`src/rtl/gcd_engine.sv`:
```
// Subtraction-based GCD engine: the IDLE/CALC/DONE FSM drives the ra/rb operand muxes and the result register.
// Optional GCD_ITER_CNT_EN adds an iter_cnt output counting the subtractions in the last transaction.
module gcd_engine #(
    parameter int W = 4
) (
    input  logic         clk,
    input  logic         rst,
    input  logic         start,
    input  logic [W-1:0] a_in,
    input  logic [W-1:0] b_in,
    output logic         in_ready,
    output logic         busy,
    output logic         out_valid,
    input  logic         out_ready,
`ifdef GCD_ITER_CNT_EN
    output logic [W-1:0] iter_cnt,
`endif
    output logic [W-1:0] gcd_out
);

    typedef enum logic [1:0] {S_IDLE, S_CALC, S_DONE} state_t;

    state_t       state_q, state_d;
    logic [W-1:0] ra_q, ra_d;
    logic [W-1:0] rb_q, rb_d;
    logic [W-1:0] gcd_q, gcd_d;
`ifdef GCD_ITER_CNT_EN
    logic [W-1:0] cnt_q, cnt_d;
`endif

    // Handshake outputs come straight from the state register, with no input paths.
    assign in_ready  = (state_q == S_IDLE);
    assign busy      = (state_q == S_CALC) || (state_q == S_DONE);
    assign out_valid = (state_q == S_DONE);
    assign gcd_out   = gcd_q;
`ifdef GCD_ITER_CNT_EN
    assign iter_cnt  = cnt_q;
`endif

    always_comb begin
        state_d = state_q;
        ra_d    = ra_q;
        rb_d    = rb_q;
        gcd_d   = gcd_q;
`ifdef GCD_ITER_CNT_EN
        cnt_d   = cnt_q;
`endif
        case (state_q)
            S_IDLE: begin
                if (start) begin
                    ra_d    = a_in;
                    rb_d    = b_in;
`ifdef GCD_ITER_CNT_EN
                    cnt_d   = '0;
`endif
                    state_d = S_CALC;
                end
            end
            S_CALC: begin
                // Zero operands terminate immediately so the engine never spins on them.
                if (ra_q == '0) begin
                    gcd_d   = rb_q;
                    state_d = S_DONE;
                end else if ((rb_q == '0) || (ra_q == rb_q)) begin
                    gcd_d   = ra_q;
                    state_d = S_DONE;
                end else if (ra_q > rb_q) begin
                    ra_d    = ra_q - rb_q;
`ifdef GCD_ITER_CNT_EN
                    cnt_d   = cnt_q + 1'b1;
`endif
                end else begin
                    rb_d    = rb_q - ra_q;
`ifdef GCD_ITER_CNT_EN
                    cnt_d   = cnt_q + 1'b1;
`endif
                end
            end
            S_DONE: begin
                if (out_ready) state_d = S_IDLE;
            end
            default: state_d = S_IDLE;
        endcase
    end

    always_ff @(posedge clk) begin
        if (rst) begin
            state_q <= S_IDLE;
            ra_q    <= '0;
            rb_q    <= '0;
            gcd_q   <= '0;
`ifdef GCD_ITER_CNT_EN
            cnt_q   <= '0;
`endif
        end else begin
            state_q <= state_d;
            ra_q    <= ra_d;
            rb_q    <= rb_d;
            gcd_q   <= gcd_d;
`ifdef GCD_ITER_CNT_EN
            cnt_q   <= cnt_d;
`endif
        end
    end

endmodule

```
`config.mk`:
```
export PLATFORM = sky130hd
export DESIGN_NAME = gcd_engine
export DESIGN_NICKNAME = d
export VERILOG_FILES = /design/src/rtl/gcd_engine.sv
export SDC_FILE = /design/constraint.sdc
export NUM_CORES = 1
export LEC_CHECK = 0
export CORE_UTILIZATION = 30
export CTS_BUF_LIST = sky130_fd_sc_hd__clkbuf_16
export DETAILED_ROUTE_END_ITERATION = 8
export PLACE_DENSITY = 0.56
export SYNTH_ARGS = -nofsm -noshare
export SYNTH_HDL_FRONTEND = slang
export SYNTH_SLANG_ARGS = --single-unit
```
`constraint.sdc`:
```
create_clock -name clk -period 1.8 [get_ports clk]
set_input_delay 0.54 -clock clk [delete_from_list [all_inputs] [get_ports clk]]
set_output_delay 0.54 -clock clk [all_outputs]
set_load 0.02 [all_outputs]
```
==> run_results.csv <==
group,metric,value,unit
status,outcome,"finished with violations",
status,violations,"setup timing",
timing,final-hold-violation-count,0,
run,maxCapViolations,0,
die,dieArea,3970,um2
cts,cts_sinks,14,
route,viasPerCell,4.89,
grt,antenna_found_initial,0,
power,peakVddDrop,904,uV
die,core-area,3440,um2
cells_and_area,multiInputGateArea,896,um2
cells_and_area,layout_commonest_cell,"buf_4",
route,via_count,1070,
cells_and_area,stdcell_count,219,
cts,clkTransAtPathRegs,0.05,ns
min_path,worstHoldPathType,"reg2reg",
route,drc,0,
cells_and_area,syn_to_final_growth,63.2,%
grt,grt_pass1_vias,1062,
synth,syn_nets,152,
synth,synth_cells,128,
placed_design,place_inst,207,
grt,grt_usage,15.2,%
setup_path,critPathLaunchType,"input pin",
route,detail_route.first_pass.iterations,4,
die,ioPinCount,19,
timing,period_needed,1.81,ns
route,wl_per_cell,13.3,um
setup_path,timing.rr.start,"ra_q[0]",
synth,ys_seq_area_share,25.1,%
cells_and_area,nNetsFinal,199,
grt,grt.overflow.total,0,
cells_and_area,n_antenna_cell,0,
timing,rsz0062_at_grt,"yes",
cts,cts_buffers,3,
die,fp.dieH,63.0,um
timing,fmax,552,MHz
power,total_power,4.19,mW
placed_design,portBuffers,18,
setup_path,critical_path_class,"in2reg",
synth,syn-cell-area,1120,um2
cts,cts_max_level,1,
timing,setup_slack,-0.0124,ns
die,rows,21,
synth,avgSynthCellArea,8.73,um2
route,drtIter0Drc,52,
placed_design,routabilityCongestion,0.829,
timing,fin_skew,0.00414,ns
timing,finalSetupTns,-0.0245,ns
setup_path,endpoint_kind,"flip-flop",
placed_design,dp_hpwl,2.04,mm
synth,ys_types,36,
cells_and_area,seqCellArea,295,um2
timing,finalMaxSlewViolations,0,
timing,finalCritPeriodShare,101,%
cts,clock_latency,0.25,ns
placed_design,pre_cts_ws,-0.306,ns
cts,clockBufferDepth,2,
timing,tightest_slew,0.603,ns
cells_and_area,drive_above_1_share,41.0,%
cells_and_area,fillers,313,
grt,grt_start_max_net_pins,24,
route,wirelength,2.92,mm
power,p_leak,0.736,nW
synth,ys_warn_count,0,
setup_path,path_max_fanout,3,
cells_and_area,final_core_util,53.0,%
cts,cts_root_buf,"clkbuf_16",
timing,relSlewSlack,59.4,%
min_path,hp-start,"gcd_out[3]",
power,power.density,2300,nW/um2
route,postRouteAntennaNets,0,
cts,cts_hold_buffers,0,
synth,synth.ff_latch_count,14,
die,die_w,63.0,um
cts,tritoncts,"done",
grt,grt_pass1_wl,4.79,mm
setup_path,critPathLaunch,"start",
setup_path,worstPathArrival,1.94,ns
die,start_util,32.5,%
cells_and_area,mostFrequentLayoutCells,"buf_4, clkdlybuf4s50_1, nor2_1",
timing,finalSetupViolations,2,
setup_path,crit_required,1.93,ns
[layout make-up]
class | count | area share (%)
Multi-Input combinational cell | 93 | 49.1
Timing Repair Buffer | 48 | 24.1
Sequential cell | 14 | 16.2
Clock buffer | 3 | 4.12
Inverter | 15 | 3.29
Tap cell | 46 | 3.16
[registers in the layout, summed over array words and instances (netlist names)]
name     flops
rb_q         4
gcd_out      4
ra_q         4
state_q      2
[routing by layer]
layer | track usage, % | vias up | wire (um)
li1 | - | 541 | -
met2 | 27.2 | 21 | 1530
met3 | 3.28 | 3 | 98
met4 | 3.20 | 0 | 18
met1 | 18.4 | 505 | 1270
met5 | 0 | - | 0
[worst max-delay path, cell delays in order]
cell	delay, ns
clkdlybuf4s50_1	0.46
mux2i_4	0.22
buf_4	0.15
a21oi_2	0.04
a21oi_4	0.21
mux2_4	0.32
[power breakdown]
part,switching [mW],leakage (nW),internal [mW],total (mW)
clock,0.130,0.0370,0.291,0.421
combinational,1.47,0.581,1.68,3.14
sequential,0.143,0.118,0.479,0.622
[per-stage QoR]
step,instance area [um2],hold slack (ns)
CTS,1640,0.500
global route,1820,0.544
finish,1820,0.498
detailed placement,1520,0.494
global placement,1520,0.493
floorplan,1150,0.478
[cells by family (layout without fill, tap and decap cells)]
logic type	Yosys count	count (layout)	share of synthesized area, %
flip-flops	14	14	25.1
AND/OR/NAND/NOR	40	40	20.2
AO/OA/AOI/OAI	28	28	19.9
buffers and inverters	21	66	7.05
adder cells (fa/ha/maj)	12	12	14.8
multiplexers	11	11	11.4
XOR/XNOR	2	2	1.57
[cell usage after synthesis (all sizes together)]
cell | n | area (um2)
a2111o | 1 | 11.3
a211o | 1 | 8.76
a211oi | 4 | 30.0
a21oi | 11 | 66.3
a31oi | 3 | 25.0
a41o | 2 | 20.0
a41oi | 1 | 27.5
and3 | 1 | 11.3
clkbuf | 6 | 22.5
dfxtp | 14 | 280
fa | 2 | 40.0
ha | 10 | 125
inv | 15 | 56.3
mux2 | 5 | 67.6
mux2i | 6 | 60.1
nand2 | 4 | 15.0
nand2b | 4 | 25.0
nand3 | 1 | 5.00
nand3b | 3 | 22.5
nand4 | 1 | 6.26
nor2 | 15 | 56.3
nor2b | 3 | 18.8
nor3b | 1 | 7.51
nor4 | 1 | 6.26
nor4bb | 2 | 20.0
o21ai | 1 | 5.00
o21bai | 2 | 15.0
o22ai | 1 | 6.26
o31ai | 1 | 7.51
or3 | 2 | 12.5
or4 | 2 | 18.8
xnor2 | 2 | 17.5
[repair_timing]
item,in CTS,in global routing
setup endpoints to repair,12,15
resized for setup,11,33
pin swaps,4,9
setup buffers,3,6
[path summary, 6_finish.rpt]
path	to	slack (ns)	cells past startpoint
hold reg to reg	gcd_out[3]	0.50	2
hold / removal	gcd_out[3]	0.50	2
setup / recovery	ra_q[0]	-0.01	6
setup reg to reg	ra_q[0]	-0.01	8
No activity file was read; power rests on OpenSTA's default activity.
